[config.mk]
export PLATFORM = sky130hd
export DESIGN_NAME = down_counter
export DESIGN_NICKNAME = d
export VERILOG_FILES = /design/src/rtl/down_counter.sv
export SDC_FILE = /design/constraint.sdc
export NUM_CORES = 1
export LEC_CHECK = 0
export CORE_UTILIZATION = 43
export CTS_CLUSTER_SIZE = 12
export DETAILED_ROUTE_END_ITERATION = 12
export HOLD_SLACK_MARGIN = 0.02
export MAX_ROUTING_LAYER = met4
export PLACE_DENSITY_LB_ADDON = 0.1
export SLEW_MARGIN = 20
export SYNTH_ARGS = -nofsm -noshare
export SYNTH_HDL_FRONTEND = slang
export SYNTH_SLANG_ARGS = --single-unit
[constraint.sdc]
create_clock -name clk -period 1.9 [get_ports clk]
set_input_delay 0.57 -clock clk [delete_from_list [all_inputs] [get_ports clk]]
set_output_delay 0.57 -clock clk [all_outputs]
set_load 0.02 [all_outputs]
[src/rtl/down_counter.sv]
// -----------------------------------------------------------------------------
// down_counter
//
// Loadable down-counter / interval timer with a selectable decrement step.
// It uses the same control interface as the up-counter: load, count_en, a
// 2-bit step select c and data_in. It adds three things:
//   - underflow (borrow) signalling,
//   - one-shot expiry,
//   - auto-reload from a reload register captured at load time.
//
// Operating modes (dbg_state encoding: 0 = FREE, 1 = ARMED, 2 = EXPIRED):
//   FREE    : entered by reset. Wraps modulo 2^WIDTH on underflow.
//   ARMED   : entered by load. On underflow it either reloads (auto_reload=1)
//             or expires (auto_reload=0).
//   EXPIRED : count is held at 0 and expired is high. Only load or reset
//             leave this state.
//
// Update priority on every rising edge: reset > load > count step.
//
// Step select c: 00 -> 3, 01 -> 1, 10 -> 2, 11 -> 0 (hold).
//
// Ports
//   clk         in   rising-edge clock
//   reset       in   synchronous, active-high reset
//   load        in   load data_in into count and reload register, arm one-shot
//   count_en    in   enable one decrement step this cycle
//   c           in   step select (see above)
//   data_in     in   WIDTH-bit load value
//   auto_reload in   ARMED only: 1 = reload on underflow, 0 = expire
//   count       out  registered counter value
//   borrow      out  registered one-cycle pulse after an underflow
//   expired     out  registered level, high while EXPIRED
//   zero        out  combinational, count == 0
//   dbg_state   out  current mode, for observation only
// -----------------------------------------------------------------------------
module down_counter #(
   parameter int WIDTH = 4
) (
   input  logic             clk,
   input  logic             reset,
   input  logic             load,
   input  logic             count_en,
   input  logic [1:0]       c,
   input  logic [WIDTH-1:0] data_in,
   input  logic             auto_reload,
   output logic [WIDTH-1:0] count,
   output logic             borrow,
   output logic             expired,
   output logic             zero,
   output logic [1:0]       dbg_state
);

   typedef enum logic [1:0] {
      ST_FREE    = 2'd0,
      ST_ARMED   = 2'd1,
      ST_EXPIRED = 2'd2
   } state_e;

   // The underflow compare must see the full step value (up to 3) even when
   // WIDTH is 1, so it runs at a width of at least 2 bits plus one spare bit.
   localparam int EW = (WIDTH > 2) ? WIDTH : 2;

   state_e           state_q, state_d;
   logic [WIDTH-1:0] count_q, count_d;
   logic [WIDTH-1:0] reload_q, reload_d;
   logic             borrow_q, borrow_d;
   logic             expired_q, expired_d;

   logic [EW:0]      step_w;     // zero-extended step size
   logic [EW:0]      count_w;    // zero-extended count for the compare
   logic [WIDTH-1:0] diff;       // count - step, modulo 2^WIDTH
   logic             step_event;
   logic             underflow;

   // ------------------------------------------------------------------------
   // Step decode and arithmetic
   // ------------------------------------------------------------------------
   always_comb begin
      step_w = '0;
      case (c)
         2'b00:   step_w = {{(EW-1){1'b0}}, 2'b11};
         2'b01:   step_w = {{(EW-1){1'b0}}, 2'b01};
         2'b10:   step_w = {{(EW-1){1'b0}}, 2'b10};
         default: step_w = '0;
      endcase
   end

   assign count_w    = {{(EW+1-WIDTH){1'b0}}, count_q};
   // Subtracting the step truncated to WIDTH bits gives the same result
   // modulo 2^WIDTH as subtracting the full step.
   assign diff       = count_q - step_w[WIDTH-1:0];
   assign step_event = count_en && (step_w != '0);
   // Landing exactly on zero (count == step) is not an underflow.
   assign underflow  = step_event && (count_w < step_w);

   // ------------------------------------------------------------------------
   // Next-state / next-output logic
   // ------------------------------------------------------------------------
   always_comb begin
      state_d   = state_q;
      count_d   = count_q;
      reload_d  = reload_q;
      borrow_d  = 1'b0;          // borrow is a single-cycle pulse
      expired_d = expired_q;

      if (load) begin
         // Load wins over any step requested in the same cycle.
         count_d   = data_in;
         reload_d  = data_in;
         expired_d = 1'b0;
         state_d   = ST_ARMED;
      end else begin
         case (state_q)
            ST_FREE: begin
               if (step_event) begin
                  count_d  = diff;
                  borrow_d = underflow;
               end
            end

            ST_ARMED: begin
               if (step_event) begin
                  if (underflow) begin
                     borrow_d = 1'b1;
                     if (auto_reload) begin
                        // The remainder past zero is discarded.
                        count_d = reload_q;
                     end else begin
                        count_d   = '0;
                        expired_d = 1'b1;
                        state_d   = ST_EXPIRED;
                     end
                  end else begin
                     count_d = diff;
                  end
               end
            end

            ST_EXPIRED: begin
               // count_en and c are ignored until a load or reset.
               count_d   = '0;
               expired_d = 1'b1;
            end

            default: begin
               // Unreachable encoding: fall back to a clean FREE state.
               state_d   = ST_FREE;
               count_d   = '0;
               expired_d = 1'b0;
            end
         endcase
      end
   end

   // ------------------------------------------------------------------------
   // State registers
   // ------------------------------------------------------------------------
   always_ff @(posedge clk) begin
      if (reset) begin
         state_q   <= ST_FREE;
         count_q   <= '0;
         reload_q  <= '0;
         borrow_q  <= 1'b0;
         expired_q <= 1'b0;
      end else begin
         state_q   <= state_d;
         count_q   <= count_d;
         reload_q  <= reload_d;
         borrow_q  <= borrow_d;
         expired_q <= expired_d;
      end
   end

   // ------------------------------------------------------------------------
   // Outputs
   // ------------------------------------------------------------------------
   assign count     = count_q;
   assign borrow    = borrow_q;
   assign expired   = expired_q;
   assign zero      = (count_q == '0);
   assign dbg_state = state_q;

endmodule

Yosys cells after proc, flatten, opt, wreduce, memory -nomap -nowiden
Cells that the tools add are included.
{"block": "word_totals", "mem_count": 0, "wordCells": 54, "latchBits": 0, "ram_bits": 0, "mem_bits_ro": 0, "input_bits": 11, "out_inout_bits": 9, "register_bits": 12}
{"block": "op_classes", "mux": 20, "n_div": 0, "bitwise_logic": 2, "order_cmp": 1, "shifts": 0, "n_mul": 0, "eq_ne": 12, "reduce_logical": 12, "addsub": 1}
{"cell": "4-bit 2-to-1 mux", "n": 5}
{"cell": "3-bit inequality test (second input constant)", "n": 4}
{"cell": "4-bit AND reduction", "n": 3}
{"cell": "4-bit case mux with 2 select lines", "n": 1}
{"cell": "1-bit 2-to-1 mux", "n": 7}
{"cell": "2-bit 2-to-1 mux", "n": 3}
{"cell": "2-bit inequality test (second input constant)", "n": 3}
{"cell": "2-bit case mux with 3 select lines", "n": 1}
{"cell": "4-bit by 5-bit < comparator with 1-bit output", "n": 1}
{"cell": "5-bit nonzero test", "n": 1}
{"cell": "2-bit by 1-bit equality test with 1-bit output (second input constant)", "n": 2}
{"cell": "2-bit equality test (second input constant)", "n": 2}
{"cell": "2-bit zero test", "n": 2}
{"cell": "4-bit zero test", "n": 1}
{"cell": "2-bit case mux with 2 select lines", "n": 1}
{"cell": "2-bit OR reduction", "n": 2}
{"cell": "4-bit subtractor", "n": 1}
{"cell": "1-bit case mux with 3 select lines", "n": 1}
{"cell": "1-bit logical AND", "n": 2}
{"cell": "2-bit by 1-bit inequality test with 1-bit output (second input constant)", "n": 1}
{"cell": "1-bit inverter", "n": 2}
{"cell": "1-bit case mux with 2 select lines", "n": 1}
{"cell": "2-bit AND reduction", "n": 1}

Depth between registers and ports, before layout
Gate-level depths: netlist (run 1).
{"block": "logic_depth", "depth_word": 9, "mapped_depth": 7, "mapped_depth_nobuf": 7}

Worst setup path after synthesis (run 1)
OpenSTA, ideal clock, no wires.
{"block": "synth_timing", "kind": "input-to-reg", "from": "in c[0]", "to": "reg state_q[0] (netlist: dbg_state[0])", "setup_slack_ns": -0.099, "setup_ns": 0.137, "path_stages": 5, "n_path_buf": 0, "required_time_ns": 1.763, "arrival_ns": 1.862, "path_cell_list": "ha_1 or4b_4 or3_4 o211ai_2 a21oi_1"}
{"block": "synth_between", "elab_chain_len": 7, "elab_cells_between_ends": 11, "cone_classes": "order compare (1); eq/ne (4); mux (1); reduce/logical (5)"}
{"element": "start: declaration", "line_no": "43", "source": "input logic [1:0] c,"}
{"element": "2-bit equality test, or another cell as far along", "line_no": "80", "source": "case (c)"}
{"element": "2-bit case mux with 3 select lines (*)", "line_no": "80"}
{"element": "parallel branches: the longest is 4 deep, another holds 4-bit by 5-bit < comparator with 1-bit output"}
{"element": "4-bit AND reduction (no line) (*)"}
{"element": "end signal: assignment", "line_no": "166", "source": "state_q <= state_d;"}
{"element": "end: declaration", "line_no": "63", "source": "state_e state_q, state_d;"}
Mark *: on every way between the ends.
A chain may end at the register's enable or synchronous reset.

Final worst setup path (run 1)
{"block": "layout_timing", "from": "reg count_q[1] (netlist: count[1])", "to": "reg count_q[1] (netlist: count[1])"}
{"block": "layout_between", "elab_chain_len": 6, "elab_cells_between_ends": 8, "cone_classes": "add/sub (1); order compare (1); mux (5); reduce/logical (1)"}
{"element": "start: declaration", "line_no": "64", "source": "logic [WIDTH-1:0] count_q, count_d;"}
{"element": "start signal: assignment", "line_no": "167", "source": "count_q <= count_d;"}
{"element": "4-bit by 5-bit < comparator with 1-bit output", "line_no": "94", "source": "assign underflow = step_event && (count_w < step_w);"}
{"element": "1-bit logical AND", "line_no": "94"}
{"element": "4-bit 2-to-1 mux", "line_no": "123", "source": "if (underflow) begin"}
{"element": "4-bit 2-to-1 mux", "line_no": "122", "source": "if (step_event) begin"}
{"element": "4-bit case mux with 2 select lines (*)", "line_no": "113", "source": "case (state_q)"}
{"element": "4-bit 2-to-1 mux (*)", "line_no": "106", "source": "if (load) begin"}
Mark *: on every way between the ends. The rest lies on a longest branch, timed or not. The select of a mux whose other input is x is not followed.

==> impl.org, run 1 <==
** Global route
- Vias in the first global route :: 723
- First-pass GRT wire length :: 3290 microns
- Maximum number of pins on one net before global-route repair :: 10
- The total overflow left after global routing is 0.
- Initial antenna violation count :: 0
- All-Layer GR Usage :: 23.8%

** Clock tree
- Buffers inserted during clock tree synthesis total 3.
- The number of hold buffers added after CTS was 0.
- In this run the number of H-tree levels came out at 1.
- The longest clock path from root to sink contains 2 buffers.
- Clk Tree Root Cell :: clkbuf_4
- Post-CTS clock slew at the launch and capture registers of the worst setup and hold paths :: 80 ps
- Insertion delay of the later-clocked pin in the worst-skew pair :: 280 ps
- Clock Sink Count :: 12
- TritonCTS built the clock tree.

** Hold path
- Class of the tightest hold or removal check :: reg -> reg

** Synth
- Number of enable-type register cells in the synthesized netlist :: 0
- Distinct cell type count of the synthesized netlist :: 41
- Average footprint of a synthesized cell :: 8.90 sq um
- Synthesis produced a netlist with a net count of 107.
- Register area share after synthesis :: 30.0%
- Area contributors post-synth :: dfxtp_1 30%, ha_1 7.8%, nor2_1 5.2%
- Share of async-settable or async-resettable flops after synthesis :: 0%
- Top cell type's share of synthesized area :: 30.0%
- Synth area leader :: dfxtp_1
- Main flop type after synthesis :: dfxtp_1
- Yosys printed 0 warnings.
- Counting every instance in the synthesized netlist gives 90.
- The synthesized netlist occupies a cell area of 801 sq um.
- Register bit total from synthesis :: 12

** Placed design
- Worst setup slack before clock tree synthesis :: -660 ps
- The wire-length estimate of the detail-placed layout is 1620 microns.
- Gpl congestion :: 0.863
- Number of placed instances, taps included :: 148
- Quantity of I/O buffers inserted on ports :: 19

** STA
- Setup repair after global routing could not meet its margin everywhere.
- The hold violation count in the final report came to 0.
- Of the available clock period, the critical path in the final layout requires 99.6%.
- The routed design could run at a clock period as short as 1890 ps.
- Worst Clk Skew :: 2.58 ps
- Rel. slew slack :: 79.9%
- Tightest Pin Transition :: 300 ps
- Post-route worst hold slack :: 480 ps
- Setup violations, final :: 0
- Timing would allow up to 528 MHz.
- Number of max-slew violations in the final report :: 0
- After layout, the worst setup slack is 7.32 ps.

** Final layout
- In the layout the commonest cells are 20 x buf_4, 11 x nor2_1, 11 x dfxtp_1, 11 x clkdlybuf4s50_1.
- Number of inserted filler cells in the final layout :: 148
- Number of nets in the layout :: 147
- Ratio of cells with drive above 1 in the final layout :: 32.6%
- Leaving out filler cells and counting taps, the final layout contains 154.
- Commonest non-fill, non-tap cell in the layout :: buf_4
- Relative to the synthesized area, the layout overhead comes to 53.6%.
- 0 antenna diodes ended up in the layout.
- Once layout is complete, the utilization of the core stands at 71.2%.

** Drt
- Pre-antenna DRT Iters :: 4
- Number of vias per cell :: 5.58
- In the detailed route, the total length drawn on met2 is 1030 microns.
- Final wirelength :: 2200 microns
- Length of routed met3 wiring :: 128 microns
- Vias :: 859
- Drt drc :: 0
- Metal-1 WL :: 981 microns
- After the first detailed-routing iteration, the DRC count stood at 23.
- Post-detailed-route wirelength per cell :: 14.3 microns
- After detailed routing, no signal wire sits above met4.
- Antenna Violating Nets Remaining :: 0

** Pwr
- Final total power :: 0.790 mW
- Static leakage :: 0.543 nW
- Worst VDD drop :: 0.000541 V
- For this design the ratio of total power to cell area is 642 nW/um^2.

** Floorplan
- The die covers 2040 sq um.
- The floorplan has 15 rows.
- Number of I/O pins :: 20
- In this run the horizontal extent of the chip is 45.2 microns.
- Placeable core region :: 1730 sq um
- Die outline height :: 45.2 microns
- Initial standard-cell utilization of the core :: 46.4%

** Run
- Max Cap Violations :: 0

** Status
- The flow ran to the end, and the final reports show no timing, DRC or antenna violations.

** Critical path
- STA puts the critical path data arrival time at 2050 ps.
- Worst setup EP type :: register
- Minimum setup slack among reg-to-reg paths :: 7 ps
- Crit Path Category :: reg -> reg
- STA puts the critical path data required time at 2060 ps.
- In this run the worst path has a maximum fanout of 5.
- STA classifies the critical path startpoint as a register.
kinds of logic after synthesis:
group                    synth area share [%]
multiplexers                             5.00
flip-flops                               30.0
buffers and inverters                    6.25
adder cells (fa/ha/maj)                  10.3
AND/OR/NAND/NOR                          21.1
AO/OA/AOI/OAI                            27.3
critical path: stages (launching register included):
cell	delay (ps)
dfxtp_4	380
ha_4	160
or4b_4	560
o31a_1	330
o221ai_2	200
a311oi_2	130
cell usage after synthesis, types with 2 or more instances:
master / n
nor2_1: 11
a21oi_1: 6
inv_1: 8
dfxtp_1: 12
ha_1: 5
nand3_1: 2
nand2_1: 3
mux2i_1: 4
clkbuf_1: 2
nor4_1: 2
nor3_1: 2
o221ai_1: 3
o31ai_1: 2
area by class of cell:
| type | count | area (sq um) | area share [%] |
|---|---|---|---|
| multi-input combinational | 65 | 552 | 44.9 |
| clock buffer | 4 | 36.3 | 2.95 |
| timing repair buffer | 39 | 333 | 27.1 |
| tap | 25 | 31.3 | 2.54 |
| sequential | 12 | 244 | 19.8 |
| inverter | 9 | 33.8 | 2.75 |
path summary, 6_finish.rpt:
check	startpoint	endpoint	cells after the start
setup / recovery	count[1]	count[1]	5
hold / removal	reload_q[1]	reload_q[1]	2
setup reg to reg	count[1]	count[1]	5
hold reg to reg	reload_q[1]	reload_q[1]	2
layer usage:
metal  up-vias  GRT usage, %
met2        45          35.9
met3         8          3.60
met1       392          31.1
met5         -             -
li1        414             -
met4         0          10.9
state kept, by name (all words and copies together), names as in the netlist:
signal and flops:
count 4, reload_q 4, dbg_state 2, borrow 1, expired 1
through the flow:
| step | setup TNS (ps) | instance area (sq um) |
|---|---|---|
| 2_1_floorplan | -103 | 813 |
| 5_1_grt | -48.2 | 1230 |
| 4_1_cts | -382 | 1200 |
| 3_3_place_gp | -4270 | 1150 |
| 6_report | 0 | 1230 |
| 3_5_place_dp | -4420 | 1150 |
timing repair:
item                       in CTS  in global routing
gates resized for setup        13                 10
hold endpoints to repair        0                  0
setup buffers                   1                  1
pin swaps                       5                  6
setup endpoints to repair      12                  7
where the power goes:
group | switching [mW] | internal [mW] | total [mW] | leakage (nW)
registers | 0.0170 | 0.269 | 0.286 | 0.0995
logic | 0.147 | 0.143 | 0.290 | 0.423
clock network | 0.0966 | 0.117 | 0.213 | 0.0210
Power figures use the tool's default switching activity.
==> inputs of run 2 (changes only) <==
clock period = 1.6 ns   (was 1.9 ns; I/O delays follow)
==> impl.org, run 2 (same netlist as run 1, synthesis figures left out) <==
** Clock tree
- Post-CTS clock slew at the launch and capture registers of the worst setup and hold paths :: 70 ps
- CTS Buf Count :: 3
- Clk Tree Root Cell :: clkbuf_4
- TritonCTS clock tree :: built
- For this design, the CTS-stage hold fixing added 0 buffers.
- In this run the number of H-tree levels came out at 1.
- Insertion delay of the later-clocked pin in the worst-skew pair :: 290 ps
- Clk buf depth :: 2
- Clock Sink Count :: 12

** Critical path
- Measured in cells, the most critical reg-to-reg path has a length of 5.
- Minimum setup slack among reg-to-reg paths :: -190 ps
- Worst setup EP type :: register
- Endpoint arrival time on the critical path :: 1950 ps
- The critical path ends at count[1].
- STA classifies the critical path startpoint as a register.
- STA puts the critical path data required time at 1760 ps.
- Reg-to-reg critical path startpoint :: count[1]
- Crit Path Category :: reg -> reg
- Worst reg2reg endpoint :: count[1]
- Tracing the worst setup path back leads to its startpoint at count[1].
- In this run the worst path has a maximum fanout of 5.

** STA
- After layout, the worst setup slack is -191 ps.
- Number of max-slew violations in the final report :: 0
- For the pin with the worst max-slew slack, the measured transition is 394 ps.
- Between clock sinks in the finished design, the worst skew comes to 9.56 ps.
- Subtracting the final worst setup slack from the clock period gives 1790 ps.
- Setup violations remaining at the end of the flow were counted as 9.
- Achievable frequency :: 558 MHz
- Final count of hold timing violations :: 0
- Rel. slew slack :: 73.6%
- Setup repair after global routing could not meet its margin everywhere.
- Final period util :: 112%

** Floorplan
- Measured along the x axis, the die boundary spans 45.2 microns.
- In this run the vertical extent of the chip is 45.2 microns.
- Number of I/O pins :: 20
- The total area inside the core boundary comes to 1730 sq um.
- Row cnt :: 15
- Die ar. :: 2040 sq um
- Initial standard-cell utilization of the core :: 46.4%

** Global route
- Vias in the first global route :: 835
- Global routing consumed, over all layers together, 27.4% of the routing resources.
- Entering global routing, the biggest net connects 9 pins.
- Initial antenna violation count :: 0
- The first global-routing pass estimated 3800 microns of wire.
- Global routing finished with a remaining overflow of 0.

** Final layout
- Layout area overhead :: 61.3%
- The sequential cells in the finished layout cover a total of 244 sq um.
- Ratio of cells with drive above 1 in the final layout :: 37.4%
- Number of inserted filler cells in the final layout :: 146
- Area of all placed cells without fillers :: 1290 sq um
- Number of nets in the layout :: 158
- Summing all multi-input logic gate instances after layout gives 551 sq um.
- Commonest non-fill, non-tap cell in the layout :: buf_4
- # diodes :: 0
- Leading cell types in the layout, fill and taps excluded :: 31 x buf_4, 11 x dfxtp_1, 10 x nor2_1, 8 x dlygate4sd2_1, 7 x clkdlybuf4s50_1

** Drt
- Vias :: 909
- The first routing iteration left 29 violations.
- Once detail routing completed, the nets flagged for antenna violations numbered 0.
- Dividing the detail-routed via count by the number of cells gives 5.54.
- After detailed routing, the average wire length per cell comes to 14.3 microns.
- For this run, design rule violations remaining after detail routing come to 0.
- Final wirelength :: 2350 microns
- For this run, the detailed router's first-pass iteration total came to 4.

** Placed design
- After detailed placement, the total cell area comes to 1210 sq um.
- Detailed placement finished with a half-perimeter wire length of 1780 microns.
- Gpl congestion :: 0.899
- Buffers placed on the I/O ports in this run total 19.
- Worst setup slack before clock tree synthesis :: -871 ps

** Pwr
- Dividing total power by cell area gives a power density of 706 nW/um^2.
- Worst VDD drop :: 0.000605 V
- In this run the static leakage power is 0.590 nW.

** Hold path
- The path class of the tightest hold or removal check is reg -> reg.

** Status
- The flow ran to the end, but the final reports show violations.
- Violations in the final reports :: setup timing

** Run
- The tool flagged a number of max-cap violations equal to 0.
-- run 2: changes by cell type in the layout (fill, tap and decap cells not counted), moves of 2 or more --
cell	previous run	this run
buf_4	20	31
clkdlybuf4s50_1	11	7
dlygate4sd2_1	5	8
clkdlybuf4s15_1	0	2
-- run 2: layer usage --
metal / track usage [%] / wire (microns) / up-vias
met3: 3.60 / 79 / 7
met5: - / 0 / -
li1: - / - / 441
met1: 33.9 / 1050 / 433
met2: 44.1 / 1160 / 28
met4: 12.7 / 53 / 0
-- run 2: repair_timing --
item	4_1_cts	5_1_grt
pin swaps	11	7
endpoints found under the setup margin	17	10
buffers inserted	4	2
gates resized for setup	28	4
-- run 2: power breakdown --
group          switching (mW)  total (mW)  internal [mW]
sequential             0.0188       0.338          0.320
clock                   0.111       0.198         0.0876
combinational           0.183       0.375          0.192
-- run 2: worst min path at each step --
stage	startpoint	endpoint	slack [ps]	cells past startpoint
finish	reload_q[1]	reload_q[1]	470	2
global placement	reload_q[1]	reload_q[1]	460	2
global route	reload_q[1]	reload_q[1]	520	2
detailed placement	reload_q[1]	reload_q[1]	460	2
CTS	reload_q[1]	reload_q[1]	470	2
floorplan	reload_q[1]	reload_q[1]	440	2
-- run 2: area by class of cell --
type / count / area share [%]
sequential: 12 / 18.9
inverter: 9 / 2.62
timing repair buffer: 50 / 31.7
multi-input combinational: 65 / 42.6
clock buffer: 3 / 1.74
tap: 25 / 2.42
-- run 2: per-stage QoR --
stage / setup TNS, ps / power (mW) / util (%) / hold slack (ps) / instances
3_5_place_dp: -6750 / 0.688 / 70.0 / 462 / 155
2_1_floorplan: -1470 / 0.521 / - / 444 / 90
5_1_grt: -1600 / 0.958 / 74.8 / 517 / 164
6_report: -1190 / 0.912 / 74.8 / 467 / 164
4_1_cts: -1490 / 0.897 / 73.3 / 473 / 162
3_3_place_gp: -6280 / 0.680 / 70.0 / 458 / 155
-- run 2: critical path, stage by stage, from the launching register on --
cell	delay, ps
dfxtp_4	360
ha_4	160
or4b_4	570
o31a_1	310
o221ai_1	170
a311oi_1	100
==> inputs of run 3 (changes only) <==
RECOVER_POWER = 50   (was default)
clock period = 1.5 ns   (was 1.6 ns; I/O delays follow)
==> impl.org, run 3 (same netlist as run 1, synthesis figures left out) <==
** Status
- The run finished, with violations left.
- Violations in the final reports :: setup timing

** Placed design
- Quantity of I/O buffers inserted on ports :: 19
- Dpl hpwl :: 1740 microns
- Number of placed instances, taps included :: 157
- Placed instance area :: 1230 sq um
- Gpl congestion :: 0.878

** Pwr
- In this run the static leakage power is 0.579 nW.
- Relative contribution of the clock network to total power :: 20.9%
- The internal power of the cells totals 0.626 mW.
- Sequential cells account for 38.3% of the total power.
- Power spread over the standard cell area amounts to 749 nW/um^2.
- Combinational cells account for 40.8% of the total power.
- Switching part of the total power :: 33.6%
- VDD sags by at most 0.000424 V.
- The analysis attributes to net switching a power of 0.317 mW.

** Floorplan
- The floorplan step set the die width to 45.2 microns.
- In this run the core area contains 15 standard-cell rows.
- In this run the vertical extent of the chip is 45.2 microns.
- Number of I/O pins :: 20
- The floorplan step defined a core boundary enclosing 1730 sq um.
- The initial utilization of the core area, before any placement, comes to 46.4%.
- The floorplan step defined a die boundary enclosing 2040 sq um.

** STA
- Final count of hold timing violations :: 0
- Crit path time final :: 1810 ps
- Crit path setup slack, layout :: -308 ps
- Worst Clk Skew :: 7.05 ps
- Post-route worst hold slack :: 464 ps
- Setup violations, final :: 8
- Tightest Pin Transition :: 302 ps
- Timing would allow up to 553 MHz.
- Setup repair after global routing could not meet its margin everywhere.
- Final period util :: 121%
- Number of max-slew violations in the final report :: 0
- The worst pin sits at a relative slew slack of 79.8%.

** Global route
- In the global route stage, met2 resource usage came out at 40.6%.
- The number of global-route vias before repair was 856.
- In the global route stage, overall resource usage came out at 24.4%.
- Maximum number of pins on one net before global-route repair :: 8
- The first global-routing pass estimated 3590 microns of wire.
- Sum of overflow across all layers after global routing :: 0
- Met1 routing resource usage after global routing :: 30.1%
- For met3 alone, demand over resource in global routing was 2.00%.
- Initial antenna violation count :: 0
- Layer carrying the most global-route usage :: met2

** Critical path
- Worst setup EP type :: register
- Max stage delay cell, worst path :: or4b_4
- Walking the worst path, the cells encountered are ha_4, or4b_4, o31a_1, o221ai_1, a311oi_1.
- Endpoint arrival time on the critical path :: 1950 ps
- Worst Path Required :: 1640 ps
- Kind of cell adding the most delay to the critical path :: compound AO/OA/AOI/OAI gates
- Crit Path Category :: reg -> reg
- Critical path peak fanout :: 5
- Buffers and inverters on the worst path :: 0
- Startpoint class of the critical path :: register
- The largest single stage delay on the critical path is 530 ps.

** Clock tree
- CTS Buf Count :: 3
- Post-CTS clock slew at the launch and capture registers of the worst setup and hold paths :: 70 ps
- TritonCTS built the clock tree.
- Clock latency on the worst-skew pair, taken at its later pin, is 270 ps.
- Number of H-tree levels :: 1
- The cell sitting at the root of the clock tree is a clkbuf_4.
- Clk buf depth :: 2
- Counting every sink on the clock net gives 12.

** Final layout
- The number of antenna diodes in the final layout is 0.
- Commonest non-fill, non-tap cell in the layout :: buf_4
- Number of inserted filler cells in the final layout :: 139
- The finished layout holds 161 standard cells, fillers aside.
- Ratio of cells with drive above 1 in the final layout :: 36.8%
- Number of nets in the layout :: 155
- Leading cell types in the layout, fill and taps excluded :: 27 x buf_4, 10 x nor2_1, 9 x inv_1, 9 x dfxtp_1
- From synthesis to final layout, the design area changed by 57.2%.
- Area of all placed cells without fillers :: 1260 sq um

** Drt
- The first detailed-routing pass ran for 4 iterations.
- In this run the remaining antenna-violating nets after routing total 0.
- Drt drc :: 0
- After detailed routing, the average wire length per cell comes to 14.4 microns.
- For this block, the initial DRC count from the detailed router was 23.
- Number of vias per cell :: 5.63
- Vias :: 907
- Summed over all layers, the routed wires come to 2310 microns.

** Hold path
- Class of the tightest hold or removal check :: reg -> reg

** Run
- Max Cap Violations :: 0
run 3: cell count changes in the layout (fill, tap and decap cells not counted), sizes merged:
cell	previous run	this run
clkdlybuf4s50	7	5
buf	33	29
clkbuf	3	5
dlymetal6s2s	0	1
dlygate4sd2	8	6
clkdlybuf4s15	2	3
dlygate4sd3	0	1
run 3: routing by layer:
metal / routed length, microns / vias up
li1: - / 434
met1: 961 / 438
met2: 1200 / 31
met3: 119 / 4
met4: 27 / 0
met5: 0 / -
run 3: path summary, 6_finish.rpt:
check,end,start,depth (start not counted),slack (ps)
setup / recovery,count[1],count[1],5,-310
hold / removal,reload_q[1],reload_q[1],2,460
setup reg to reg,count[1],count[1],5,-310
hold reg to reg,reload_q[1],reload_q[1],2,460
run 3: worst min-delay path: stages, from the launching register on:
cell and delay (ps):
dfxtp_1 310, nand2_1 60, a21oi_1 50
run 3: what timing repair did:
action                     CTS  global route
resized for setup           28             4
setup buffers                1             0
pin swaps                   10             8
setup endpoints to repair   17            15
gates cloned                 0             0
hold buffers                 0             0
run 3: final cells by class:
cell class | count | area [sq um] | area share [%]
inverters | 9 | 33.8 | 2.68
repair buffers | 47 | 379 | 30.1
multi-input cells | 65 | 548 | 43.5
clock buffers | 3 | 22.5 | 1.79
flip-flops and latches | 12 | 244 | 19.4
well taps | 25 | 31.3 | 2.49
run 3: power by group through the flow:
| stage | sequential, mW | combinational, mW | clock, mW |
|---|---|---|---|
| floorplan | 0.390 | 0.172 | 0 |
| global placement | 0.366 | 0.372 | 0 |
| detailed placement | 0.367 | 0.380 | 0 |
| CTS | 0.360 | 0.379 | 0.201 |
| global route | 0.364 | 0.413 | 0.212 |
| finish | 0.361 | 0.385 | 0.197 |
run 3: per-stage QoR:
stage	setup TNS [ps]	total power [mW]	setup slack (ps)	util, %
after global placement	-7310	0.738	-878	71.4
after floorplan	-1980	0.562	-338	-
after global routing	-2400	0.988	-360	72.9
after CTS	-2310	0.940	-422	73.1
after detailed placement	-7670	0.747	-912	71.4
final	-1940	0.943	-308	72.9
